`config.mk`:
```
export PLATFORM = sky130hd
export DESIGN_NAME = direct_map_cache
export DESIGN_NICKNAME = d
export VERILOG_FILES = /design/src/rtl/direct_map_pkg.sv /design/src/rtl/dm_tag_compare.sv /design/src/rtl/direct_map_cache.sv
export SDC_FILE = /design/constraint.sdc
export NUM_CORES = 1
export LEC_CHECK = 0
export ABC_AREA = 1
export BUFFER_PORTS_ARGS = -buffer_cell sky130_fd_sc_hd__buf_2
export CAP_MARGIN = 30
export CORE_ASPECT_RATIO = 1.2
export CORE_MARGIN = 1.5
export CORE_UTILIZATION = 27
export DETAILED_ROUTE_END_ITERATION = 6
export GPL_TIMING_DRIVEN = 0
export HOLD_SLACK_MARGIN = 0.15
export PLACE_DENSITY = 0.4
export SLEW_MARGIN = 5
export SYNTH_ARGS = -nofsm -noshare
export SYNTH_HDL_FRONTEND = slang
export SYNTH_SLANG_ARGS = --single-unit
```
`constraint.sdc`:
```
create_clock -name clk -period 1.8 [get_ports clk]
set_input_delay 0.18 -clock clk [delete_from_list [all_inputs] [get_ports clk]]
set_output_delay 0.18 -clock clk [all_outputs]
set_load 0.05 [all_outputs]
```
`src/rtl/direct_map_pkg.sv`:
```
//------------------------------------------------------------------------------
// Module      : direct_map_pkg
// Description : Shared geometry and line record for the direct-mapped cache.
// Revision    : 1.0 - initial release
//------------------------------------------------------------------------------
`default_nettype none

package direct_map_pkg;

  localparam int ADDR_W = 11;
  localparam int TAG_W  = 4;
  localparam int OFF_W  = ADDR_W - TAG_W;
  localparam int LINES  = 16;
  localparam int IDX_W  = $clog2(LINES);
  localparam int DATA_W = 8;

  // One cache line: valid flag, stored tag and payload.
  typedef struct packed {
    logic              valid;
    logic [TAG_W-1:0]  tag;
    logic [DATA_W-1:0] data;
  } line_t;

endpackage : direct_map_pkg

`default_nettype wire

```
`src/rtl/dm_tag_compare.sv`:
```
//------------------------------------------------------------------------------
// Module      : dm_tag_compare
// Description : Combinational hit detector for a single cache line.
// Revision    : 1.0 - initial release
//------------------------------------------------------------------------------
`default_nettype none

module dm_tag_compare
  import direct_map_pkg::*;
(
  input  logic             i_line_valid,
  input  logic [TAG_W-1:0] i_line_tag,
  input  logic [TAG_W-1:0] i_tag,
  output logic             o_hit
);

  // A line hits only when it holds valid data for the requested tag.
  always_comb begin
    o_hit = i_line_valid && (i_line_tag == i_tag);
  end

endmodule : dm_tag_compare

`default_nettype wire

```
`src/rtl/direct_map_cache.sv`:
```
//------------------------------------------------------------------------------
// Module      : direct_map_cache
// Description : 16-line direct-mapped write-allocate tag/data store with a
//               combinational lookup path. Address bits between the index and
//               the tag are ignored, so such addresses alias to one line.
// Revision    : 1.0 - initial release
//------------------------------------------------------------------------------
`default_nettype none

module direct_map_cache
  import direct_map_pkg::*;
(
  input  logic              clk,
  input  logic              rst_n,
  input  logic [ADDR_W-1:0] addr,
  input  logic [DATA_W-1:0] din,
  input  logic              we,
  output logic [DATA_W-1:0] dout,
  output logic              hit
);

  logic [TAG_W-1:0]       w_tag;
  logic [IDX_W-1:0]       w_idx;
  logic [OFF_W-IDX_W-1:0] w_unused_addr_bits;
  line_t                  w_sel_line;
  logic                   w_hit;

  line_t r_lines [LINES];

  // Split the address; the middle bits deliberately take no part in lookup.
  always_comb begin
    w_tag              = addr[ADDR_W-1 -: TAG_W];
    w_idx              = addr[IDX_W-1:0];
    w_unused_addr_bits = addr[OFF_W-1:IDX_W];
  end

  // Line store: reset clears every line, a write replaces the indexed line
  // unconditionally (no write-back, so the old contents are simply dropped).
  always_ff @(posedge clk or negedge rst_n) begin
    if (!rst_n) begin
      for (int i = 0; i < LINES; i++) begin
        r_lines[i] <= '0;
      end
    end else if (we) begin
      r_lines[w_idx] <= '{valid: 1'b1, tag: w_tag, data: din};
    end
  end

  // Select the indexed line for the combinational lookup.
  always_comb begin
    w_sel_line = r_lines[w_idx];
  end

  dm_tag_compare u_tag_compare (
    .i_line_valid (w_sel_line.valid),
    .i_line_tag   (w_sel_line.tag),
    .i_tag        (w_tag),
    .o_hit        (w_hit)
  );

  // Misses return zero data rather than whatever the line holds.
  always_comb begin
    hit  = w_hit;
    dout = w_hit ? w_sel_line.data : '0;
  end

endmodule : direct_map_cache

`default_nettype wire

```
After elaboration in Yosys (flattened, before gate mapping)
Index checks and enable logic that the tools add are counted.
{ "op_classes": {"muxes": 7, "bitwise_logic": 1, "magnitude_cmp": 2, "add_sub_neg": 0, "mul": 0, "n_reduce_logical": 2, "n_div": 0, "eq_ne": 1, "shifts": 0} }
{ "op_table": {"columns": ["op", "count"], "rows": [
  ["$bwmux W208", 1],
  ["$bmux W13 S4", 1],
  ["$demux W13 S4", 1],
  ["$mux W13", 3],
  ["$mux W8", 1],
  ["$ge A5 B5 Y1 const B", 1],
  ["$lt A5 B1 Y1 const B", 1],
  ["$not A4 Y5", 1],
  ["$eq A4 B4 Y1", 1],
  ["$logic_and A1 B1 Y1", 2]
]} }
{ "word_totals": {"in_bits": 22, "rom_bits": 0, "ff_bits": 208, "latchBits": 0, "memories": 0, "ramBits": 0, "out_inout_bits": 9} }

Logic depth before layout (Yosys ltp)
Gate-level depths: netlist (run 1).
{ "depth": {"word_depth": 7, "depth_mapped": 15, "ltp_nobuf": 13} }

Cells and area by module
From an unflattened synthesis (run 1), not the netlist that was laid out.
{ "unflattened": {"hier_cells": 1285, "hier_area_um2": 9725.6} }
{ "by_module_without_submodules": {"columns": ["module", "n_inst", "area_each_um2", "cells_per_inst"], "rows": [
  ["direct_map_cache", 1, 9639.2, 1265],
  ["dm_tag_compare", 1, 86.3, 20]
]} }

Worst setup path after synthesis (run 1)
OpenSTA, ideal clock, no wires.
{ "synth_timing": {"path_type": "in2out", "from": "in addr[0]", "to": "out dout[0]", "t_arrival_ns": 1.666, "path_slack_ns": -0.046, "n_path_buf": 2, "path_stages": 13, "required_ns": 1.620, "cell_sequence": "buf_6 > buf_4 > o21ai_0 > nand2_1 > nand2_1 > nand2_1 > nand2_1 > nor2_1 > nand2_1 > nand2_1 > nor2_2 > nand2_4 > nor2_2"} }
{ "synth_between": {"elab_chain_len": 7} }
{ "synth_rtl": {"columns": ["element", "line", "source"], "rows": [
  ["from (decl)", "direct_map_cache.sv:15", "input logic [ADDR_W-1:0] addr,"],
  ["$not A4 Y5 (implied by the code) (*)", "direct_map_cache.sv:51", "w_sel_line = r_lines[w_idx];"],
  ["$bmux W13 S4 (*)", "direct_map_cache.sv:51", null],
  ["$mux W13 (implied by the code) (*) (2 in series)", "direct_map_cache.sv:51", null],
  ["$eq A4 B4 Y1", "dm_tag_compare.sv:19", "o_hit = i_line_valid && (i_line_tag == i_tag);"],
  ["$logic_and A1 B1 Y1", "dm_tag_compare.sv:19", null],
  ["$mux W8 (*)", "direct_map_cache.sv:64", "dout = w_hit ? w_sel_line.data : '0;"],
  ["to (decl)", "direct_map_cache.sv:18", "output logic [DATA_W-1:0] dout,"]
]} }
Every way passes the cells marked *; elsewhere a longest branch is shown, timed or not. The select of a mux whose other input is x is not followed.

Worst setup path after layout (run 1)
{ "layout_timing": {"from": "in addr[1]", "to": "out dout[0]"} }
The elaborated chain is that of the path after synthesis.

==> impl_metrics.csv, run 1 <==
group,metric,value,unit
logic_synthesis,async_reset_ff_share,100.0,%
die,die_w,170.1,um
placement,gp_congestion,0.7966,
timing,min_period_over_period,136.5,%
die,dieArea,0.03460,mm^2
cells_and_area,layout_commonest_cell,"nand2_1",
routing,wl,31.23,mm
logic_synthesis,ys_ff_latch,208,
cells_and_area,antennaDiodeCount,0,
clock_tree,cts_tree,"built",
clock_tree,numCtsBuffers,25,
logic_synthesis,synth_cell_types,24,
clock_tree,clock-sinks,208,
setup_path,crit_type,"in2out",
timing,finalCriticalPeriod,2457,ps
power_and_ir_drop,switching_share,28.51,%
die,die_height,203.5,um
cells_and_area,fillers,3597,
logic_synthesis,synth_top_family_by_area,"simple AND/OR/NAND/NOR gates",
timing,holdWs,210.2,ps
logic_synthesis,yosysWarningCount,0,
cells_and_area,largest_registers,"r_lines (208)",
grt,grt_max_degree,87,
logic_synthesis,syn_nets,1089,
min_path,hp-class,"in2reg",
clock_tree,clockRootBuffer,"clkbuf_16",
grt,grt_pass1_wl,47.93,mm
cells_and_area,fin_area,0.01100,mm^2
setup_path,worstPathMaxFanout,10,
logic_synthesis,yosys.area_share.xor_xnor,0,%
timing,setup_viol,9,
logic_synthesis,synthAdderAreaFrac,0,%
run_status,run_status,"finished with violations",
clock_tree,htreeDepth,1,
cells_and_area,area_growth,21.64,%
logic_synthesis,seq_area_frac_synth,57.56,%
cells_and_area,final_cell_count_no_fill,1609,
placement,placed_cell_area,0.009801,mm^2
placement,pre_cts_slack,-1081,ps
logic_synthesis,syn_inst,1067,
routing,routedWlPerCell,19.41,um
logic_synthesis,synth.area.top_cells,"dfrtp_1, nand2_1, o21ai_0",
power_and_ir_drop,peakVddDrop,0.0006102,V
grt,grtUsageTotal,18.46,%
timing,hold_viol,0,
placement,placed_cells,1545,
power_and_ir_drop,power_frac_comb,15.3,%
setup_path,start_kind,"primary input",
grt,antenna_found_initial,0,
logic_synthesis,synth_enable_flop_cells,0,
cells_and_area,nets,1166,
logic_synthesis,yosysTopAreaCell,"dfrtp_1",
routing,remaining_drc_errors,0,
cells_and_area,fin_util,33.27,%
power_and_ir_drop,p_clk_share,37.2,%
clock_tree,clockBufferDepth,3,
cells_and_area,top_register,"r_lines",
setup_path,crit_required,1620,ps
cells_and_area,largest_reg_flops,208,
power_and_ir_drop,leakage,5.131,nW
logic_synthesis,avgSynthCellArea,8.475,um^2
power_and_ir_drop,powerDensity,1162,mW/mm^2
timing,worst_clock_skew,0,ps
logic_synthesis,yosys.area_share.simple,18.87,%
power_and_ir_drop,power_frac_seq,47.5,%
power_and_ir_drop,p_int,9.134,mW
timing,worst_pin_slew,629.7,ps
clock_tree,clk_latency,520,ps
logic_synthesis,synthMuxAreaShare,0,%
timing,slew_violations,0,
timing,finalWorstSetupSlack,-657.2,ps
die,io-pin-count,31,
routing,ant_nets,0,
logic_synthesis,synth.top_cell.area_share,57.56,%
routing,vias,7625,
routing,vias_per_cell,4.739,
die,coreArea,0.03306,mm^2
placement,place_hpwl,21.82,mm
cells_and_area,mostFrequentLayoutCells,"nand2_1, dfrtp_1, o21ai_0, o22ai_1, inv_1",
flow_run,cap_violations,0,
logic_synthesis,synth_area,0.009042,mm^2
timing,fmax,407.0,MHz
timing,slew_headroom,58.02,%
logic_synthesis,synth_compound_gate_area_share,18.02,%
power_and_ir_drop,p_sw,3.642,mW
clock_tree,clk_pin_slew_worst_paths,60,ps
logic_synthesis,synth_ff_type,"dfrtp_1",
die,placementRows,73,
run_status,violations,"negative setup slack",
cells_and_area,drive_above_1_share,12.51,%
routing,firstDrtPassIters,5,
grt,grt.overflow.total,0,
grt,grt_pass1_vias,7555,
placement,io_buffers,26,
timing,rsz0062_at_grt,"true",
setup_path,crit_arrival,2280,ps
die,start_util,27.35,%
routing,drt_iter0_drc,459,
setup_path,end_kind,"output port",
[worst max-delay path, stage by stage]
cell	delay, ps
buf_2	100
buf_2	200
nand2_2	320
clkbuf_2	350
o22ai_1	130
o21ai_1	290
nand4_1	320
nor2_4	200
buf_8	150
[synthesized netlist by cell type (4+ instances only)]
| cell type | n |
|---|---|
| nor2_1 | 20 |
| clkbuf_1 | 52 |
| buf_2 | 7 |
| o22ai_1 | 64 |
| a21oi_1 | 7 |
| inv_1 | 50 |
| nor2_2 | 14 |
| or2_2 | 4 |
| nand4_1 | 8 |
| dfrtp_1 | 208 |
| nand2_1 | 371 |
| o21ai_0 | 211 |
| nand3_1 | 6 |
| o21ai_1 | 26 |
[final timing paths]
kind                       cells past startpoint  slack, ps           end         start
max reg2reg                                    3        980    r_lines[8]    r_lines[8]
min                                            5        210   r_lines[75]       addr[3]
max                                            9       -660       dout[0]       addr[1]
min reg2reg                                    2        450  r_lines[116]  r_lines[116]
max in group asynchronous                      3        750  r_lines[138]         rst_n
min in group asynchronous                      3        220   r_lines[21]         rst_n
[cells by family after synthesis]
kind of cell	after synthesis
AOI/OAI and AO/OA	309
DFF	208
buffers and inverters	122
and+or+nand+nor	428
[routing by layer]
metal / global-route usage [%] / wire length, um / share of wire (%) / vias up
met5: 0 / 0 / 0 / -
met4: 4.994 / 788 / 2.5 / 0
met3: 1.999 / 1078 / 3.5 / 35
met2: 31.31 / 15060 / 48 / 143
met1: 24.95 / 14300 / 46 / 3761
li1: - / - / - / 3686
[final cells by class]
class / instances / area, um^2 / share of cell area [%]
sequential: 208 / 5205 / 47.32
multi-input combinational: 738 / 3451 / 31.37
clock buffer: 37 / 730.7 / 6.643
tap: 450 / 563.0 / 5.119
timing repair buffer: 49 / 490.5 / 4.459
buffer: 69 / 326.6 / 2.969
inverter: 53 / 201.4 / 1.831
clock inverter: 5 / 31.28 / 0.2844
[per-stage QoR]
stage / total power [mW] / TNS, ps
after CTS: 12.85 / -4948
after global routing: 13.50 / -6161
final: 12.78 / -5235
after detailed placement: 7.963 / -77300
after floorplan: 7.260 / -368.3
after global placement: 7.908 / -798740
[power by group through the flow]
stage | clock network, mW | logic, mW | registers, mW
after floorplan | 0 | 1.26 | 6.00
after global placement | 0 | 1.79 | 6.12
after detailed placement | 0 | 1.84 | 6.13
after CTS | 4.90 | 1.90 | 6.06
after global routing | 5.06 | 2.27 | 6.16
final | 4.76 | 1.95 | 6.07
[what timing repair did]
action,4_1_cts,5_1_grt
setup buffers,0,5
hold buffers,16,0
pin swaps,1,10
endpoints found under the hold margin,279,0
resized for setup,39,46
cloned,0,1
setup endpoints to repair,9,83
(Power assumes the default switching activity.)
==> run 2, diff against run 1 <==
--- a/config.mk
+++ b/config.mk
@@ -10,11 +10,11 @@
 export CAP_MARGIN = 30
 export CORE_ASPECT_RATIO = 1.2
 export CORE_MARGIN = 1.5
-export CORE_UTILIZATION = 27
+export CORE_UTILIZATION = 40
 export DETAILED_ROUTE_END_ITERATION = 6
 export GPL_TIMING_DRIVEN = 0
 export HOLD_SLACK_MARGIN = 0.15
-export PLACE_DENSITY = 0.4
+export PLACE_DENSITY = 0.54
 export SLEW_MARGIN = 5
 export SYNTH_ARGS = -nofsm -noshare
 export SYNTH_HDL_FRONTEND = slang
==> run 2 against run 1 <==
  * Fmax grew 2.4%
  * Count of clock-buffer cells in the layout is the same
  * The run still ends with negative setup slack left
  * Cell count shrank 11%
  * Routed wire length shrank 9.9%
  * Critical path depth grew 1
  * Die area shrank 32%
  * Hold slack lost 9.4 ps
  * Via count grew 1.9%
  * Global-route usage grew 5.9 points
  * Largest power group unchanged
  * Sequential cell count is the same
  * Clock skew is the same
==> impl_metrics.csv, run 2 (same netlist as run 1, synthesis figures left out) <==
group,metric,value,unit
flow_run,cap_violations,0,
min_path,hold_end,"r_lines[75]",
timing,min_period_over_period,133.3,%
routing,drt_iter0_drc,595,
clock_tree,clk_latency,510,ps
placement,placed_cell_area,0.009587,mm^2
timing,worst_clock_skew,0,ps
timing,worst_pin_slew,600.3,ps
setup_path,crit_type,"in2out",
cells_and_area,layout_commonest_cell,"nand2_1",
timing,tns,-5137,ps
clock_tree,cts_tree,"built",
setup_path,end_kind,"output port",
cells_and_area,drive_above_1_share,12.45,%
timing,finalWorstSetupSlack,-599.7,ps
timing,rsz0062_at_grt,"true",
setup_path,crit_arrival,2220,ps
die,dieArea,0.02352,mm^2
cells_and_area,multi_input_area,0.003436,mm^2
timing,holdWs,200.8,ps
timing,slew_violations,0,
grt,antenna_found_initial,0,
routing,remaining_drc_errors,0,
timing,fmax,416.7,MHz
routing,firstDrtPassIters,5,
setup_path,r2r-start,"r_lines[8]",
die,die_height,167.7,um
cells_and_area,mostFrequentLayoutCells,"nand2_1, dfrtp_1, o21ai_0, o22ai_1, inv_1",
setup_path,cp_top_family,"buffers and inverters",
cells_and_area,largest_registers,"r_lines (208)",
cells_and_area,largest_reg_flops,208,
grt,grt_max_degree,89,
setup_path,worstPathMaxFanout,10,
die,placementRows,60,
cells_and_area,area_growth,19.77,%
die,die_w,140.3,um
setup_path,critPathBufInv,5,
placement,placed_cells,1374,
setup_path,crit_required,1620,ps
setup_path,start_kind,"primary input",
cells_and_area,fin_area,0.01083,mm^2
clock_tree,clock-sinks,208,
setup_path,worst_r2r_path_depth,3,
grt,grt_pass1_vias,7572,
placement,io_buffers,26,
cells_and_area,final_cell_count_no_fill,1436,
clock_tree,htreeDepth,1,
cells_and_area,fin_util,48.57,%
run_status,run_status,"finished with violations",
timing,hold_viol,0,
routing,ant_nets,0,
cells_and_area,regArea,0.005205,mm^2
clock_tree,clockRootBuffer,"clkbuf_16",
timing,slew_headroom,59.98,%
routing,wl,28.12,mm
grt,grt.overflow.total,0,
min_path,whs_path_depth,5,
placement,pre_cts_slack,-925.6,ps
setup_path,worstReg2RegEnd,"r_lines[8]",
routing,vias_per_cell,5.412,
placement,gp_congestion,0.8421,
power_and_ir_drop,powerDensity,1229,mW/mm^2
run_status,violations,"negative setup slack",
die,coreArea,0.02230,mm^2
cells_and_area,fillers,2184,
power_and_ir_drop,power,13.31,mW
placement,place_hpwl,19.44,mm
timing,setup_viol,9,
cells_and_area,antennaDiodeCount,0,
timing,finalCriticalPeriod,2400,ps
power_and_ir_drop,peakVddDrop,0.0006165,V
setup_path,rrSetupSlack,970,ps
grt,grt_pass1_wl,44.15,mm
routing,vias,7772,
min_path,hp-class,"in2reg",
min_path,min-delay-start,"addr[3]",
setup_path,path_cells,"buf_2, buf_2, nor2_4, inv_1, buf_2, o22ai_1, o21ai_0, nand4_1, nor2_4, buf_8",
clock_tree,clockBufferDepth,3,
cells_and_area,top_register,"r_lines",
setup_path,critPathMaxStageDelay,360,ps
setup_path,crit_top_cell,"buf_2",
routing,routedWlPerCell,19.58,um
die,start_util,40.56,%
die,io-pin-count,31,
cells_and_area,nets,1161,
clock_tree,clk_pin_slew_worst_paths,60,ps
power_and_ir_drop,leakage,5.146,nW
grt,grtUsageTotal,24.38,%
clock_tree,numCtsBuffers,24,
setup_path,slowest_stage,"o21ai_0",
## run 2: cell types whose count changed in the layout (fill, tap and decap cells not counted), moves of 3 or more
cell	change
o21ai_1	-7
o21ai_0	+5
clkbuf_8	+4
bufinv_16	+3
clkbuf_1	-3
## run 2: worst min-delay path: stages
cell and delay, ps:
buf_2 140, nand2_1 130, nor2_2 100, nand2_1 60, o21ai_0 60
## run 2: repair_timing
action,CTS,global route
setup buffers,0,2
endpoints found under the hold margin,280,0
hold buffers,15,0
endpoints found under the setup margin,9,31
gates resized for setup,35,36
pin swaps,1,5
gates cloned,0,1
## run 2: final cells by class
| type | count | share of cell area [%] |
|---|---|---|
| flip-flops and latches | 208 | 48.06 |
| multi-input cells | 738 | 31.72 |
| clock buffers | 37 | 7.116 |
| repair buffers | 45 | 3.951 |
| well taps | 279 | 3.223 |
| plain buffers | 69 | 2.969 |
| inverters | 53 | 1.860 |
| clock inverters | 7 | 1.098 |
## run 2: worst max-delay path by stage
| stage | slack, ps | from | depth (start not counted) | to |
|---|---|---|---|---|
| final | -600 | addr[1] | 10 | dout[3] |
| after global routing | -710 | r_lines[125] | 13 | dout[1] |
| after CTS | -510 | r_lines[167] | 12 | dout[2] |
| after detailed placement | -930 | addr[1] | 9 | dout[7] |
| after global placement | -3200 | rst_n | 1 | r_lines[45] |
| after floorplan | -50 | addr[0] | 13 | dout[0] |
## run 2: per-layer routing
metal  share of wire, %  vias to the layer above  wire [um]  global-route usage (%)
li1                   -                     3680          -                       -
met1                 45                     3839      12570                   32.98
met2                 48                      209      13640                   41.82
met3                4.4                       44       1241                   2.488
met4                2.4                        0        668                   6.545
met5                  0                        -          0                       0
## run 2: where the power goes
group	total (mW)	internal (mW)	switching, mW
registers	6.06	5.58	0.479
clock network	5.35	3.37	1.98
logic	1.90	0.747	1.16
total	13.3	9.70	3.61
==> run 3, diff against run 2 <==
--- a/config.mk
+++ b/config.mk
@@ -14,7 +14,8 @@
 export DETAILED_ROUTE_END_ITERATION = 6
 export GPL_TIMING_DRIVEN = 0
 export HOLD_SLACK_MARGIN = 0.15
-export PLACE_DENSITY = 0.54
+export MAX_ROUTING_LAYER = met4
+export PLACE_DENSITY = 0.57
 export SLEW_MARGIN = 5
 export SYNTH_ARGS = -nofsm -noshare
 export SYNTH_HDL_FRONTEND = slang
==> constraint.sdc (replaced) <==
create_clock -name clk -period 1.96 [get_ports clk]
set_input_delay 0.196 -clock clk [delete_from_list [all_inputs] [get_ports clk]]
set_output_delay 0.196 -clock clk [all_outputs]
set_load 0.05 [all_outputs]
==> run 3 against run 2 <==
  * The run still ends with negative setup slack left
  * Design area shrank 2.7%
  * Cell count is 0.63% lower
  * Critical path depth grew 3
  * Via count is 2.5% lower
  * Routed wire length is 3.3% lower
  * Combinational power down 12%
  * Clock power is 20% lower
  * Largest cell class unchanged
  * Highest routed layer unchanged
==> impl_metrics.csv, run 3 (same netlist as run 1, synthesis figures left out) <==
group,metric,value,unit
run_status,run_status,"finished with violations",
run_status,violations,"negative setup slack",
timing,min_period_over_period,120.6,%
routing,routedWlPerCell,19.06,um
setup_path,crit_top_cell,"nand2_1",
setup_path,critPathMaxStageDelay,480,ps
min_path,hp-class,"in2async",
setup_path,slowest_stage,"nor2_1",
clock_tree,clock-sinks,208,
clock_tree,cts_tree,"built",
cells_and_area,drive_above_1_share,9.930,%
setup_path,crit_type,"in2out",
timing,hold_viol,0,
setup_path,crit_arrival,2170,ps
grt,grt_pass1_vias,7677,
routing,wl,27.20,mm
timing,fmax,422.9,MHz
routing,vias,7581,
setup_path,path_cells,"buf_2, inv_1, nor2_1, clkbuf_2, nand2_1, nand2_1, inv_1, nand2_1, nand2_1, nor2_2, nand2_4, nor2_2, buf_6",
setup_path,critPathBufInv,5,
setup_path,end_kind,"output port",
cells_and_area,fin_area,0.01054,mm^2
grt,grt_max_degree,95,
power_and_ir_drop,peakVddDrop,0.0005820,V
setup_path,worst_r2r_path_depth,1,
routing,firstDrtPassIters,7,
routing,vias_per_cell,5.313,
setup_path,start_kind,"primary input",
routing,ant_nets,0,
clock_tree,clockBufferDepth,3,
power_and_ir_drop,p_clk_share,37.1,%
power_and_ir_drop,power,11.51,mW
die,start_util,40.56,%
clock_tree,htreeDepth,1,
routing,drt_iter0_drc,511,
setup_path,cp_top_family,"simple AND/OR/NAND/NOR gates",
placement,io_buffers,26,
cells_and_area,nets,1155,
grt,grtUsageTotal,24.69,%
timing,worst_pin_slew,622.2,ps
cells_and_area,fillers,2258,
cells_and_area,layout_commonest_cell,"nand2_1",
die,dieArea,0.02352,mm^2
clock_tree,clk_pin_slew_worst_paths,60,ps
cells_and_area,antennaDiodeCount,0,
grt,antenna_found_initial,0,
placement,place_hpwl,19.07,mm
cells_and_area,largest_registers,"r_lines (208)",
power_and_ir_drop,switching_share,27.61,%
setup_path,worstPathMaxFanout,10,
cells_and_area,top_register,"r_lines",
setup_path,r2r-start,"r_lines[142]",
power_and_ir_drop,power_frac_seq,48.4,%
timing,finalCriticalPeriod,2364,ps
timing,slew_violations,0,
cells_and_area,fin_util,47.28,%
flow_run,cap_violations,0,
power_and_ir_drop,p_int,8.331,mW
grt,grt.overflow.total,0,
cells_and_area,largest_reg_flops,208,
cells_and_area,mostFrequentLayoutCells,"nand2_1, dfrtp_1, o21ai_0, o22ai_1",
timing,rsz0062_at_grt,"true",
clock_tree,clk_latency,510,ps
timing,finalWorstSetupSlack,-404.5,ps
cells_and_area,area_growth,16.59,%
grt,grt_pass1_wl,43.81,mm
die,die_w,140.3,um
clock_tree,cts_setup_buffers,0,
power_and_ir_drop,p_sw,3.177,mW
power_and_ir_drop,leakage,5.047,nW
die,io-pin-count,31,
die,coreArea,0.02230,mm^2
die,die_height,167.7,um
timing,worst_clock_skew,0,ps
timing,slew_headroom,58.36,%
power_and_ir_drop,powerDensity,1092,mW/mm^2
die,placementRows,60,
timing,setup_viol,9,
placement,pre_cts_slack,-735.2,ps
setup_path,crit_required,1760,ps
placement,gp_congestion,0.9222,
setup_path,rrSetupSlack,1170,ps
placement,placed_cell_area,0.009587,mm^2
routing,remaining_drc_errors,0,
setup_path,worstReg2RegEnd,"r_lines[142]",
clock_tree,clockRootBuffer,"clkbuf_16",
clock_tree,numCtsBuffers,23,
power_and_ir_drop,power_frac_comb,14.5,%
## run 3: area by class of cell
cell class	instances	area [um^2]	share of cell area, %
well taps	279	349.1	3.311
plain buffers	69	322.8	3.062
clock buffers	35	690.7	6.551
repair buffers	41	381.6	3.620
flip-flops and latches	208	5205	49.37
clock inverters	5	53.80	0.5103
inverters	53	201.4	1.911
multi-input cells	737	3338	31.66
## run 3: what timing repair did
action                                  4_1_cts  5_1_grt
hold buffers                                 13        0
gates resized for setup                      39        0
endpoints found under the hold margin       176        0
endpoints found under the setup margin        9        9
pin swaps                                     0        1
## run 3: per-layer routing
metal,track usage [%],vias to the layer above,part of all wire (%)
li1,-,3668,-
met1,32.33,3703,45
met3,2.488,39,3.8
met5,-,-,0
met2,40.87,171,48
met4,7.094,0,2.6
## run 3: worst max path at each step
stage	from	endpoint	cells after the start
final	addr[2]	dout[1]	13
after global routing	r_lines[8]	dout[6]	12
after CTS	r_lines[165]	dout[5]	12
after detailed placement	addr[1]	dout[7]	10
after global placement	rst_n	r_lines[123]	1
after floorplan	addr[0]	dout[0]	13
## run 3: per-stage QoR
step | hold WS (ps) | instances | setup TNS [ps]
after floorplan | -99.59 | 1067 | 0
after global placement | 434.8 | 1372 | -649730
after CTS | 155.6 | 1427 | -3174
final | 164.6 | 1427 | -3516
after detailed placement | 110.5 | 1374 | -27310
after global routing | 166.0 | 1427 | -4869
## run 3: power groups by stage
stage,sequential (mW),combinational (mW),clock [mW]
after floorplan,5.51,1.16,0
final,5.57,1.67,4.27
after global placement,5.61,1.59,0
after CTS,5.56,1.69,4.35
after detailed placement,5.63,1.64,0
after global routing,5.66,1.95,4.53
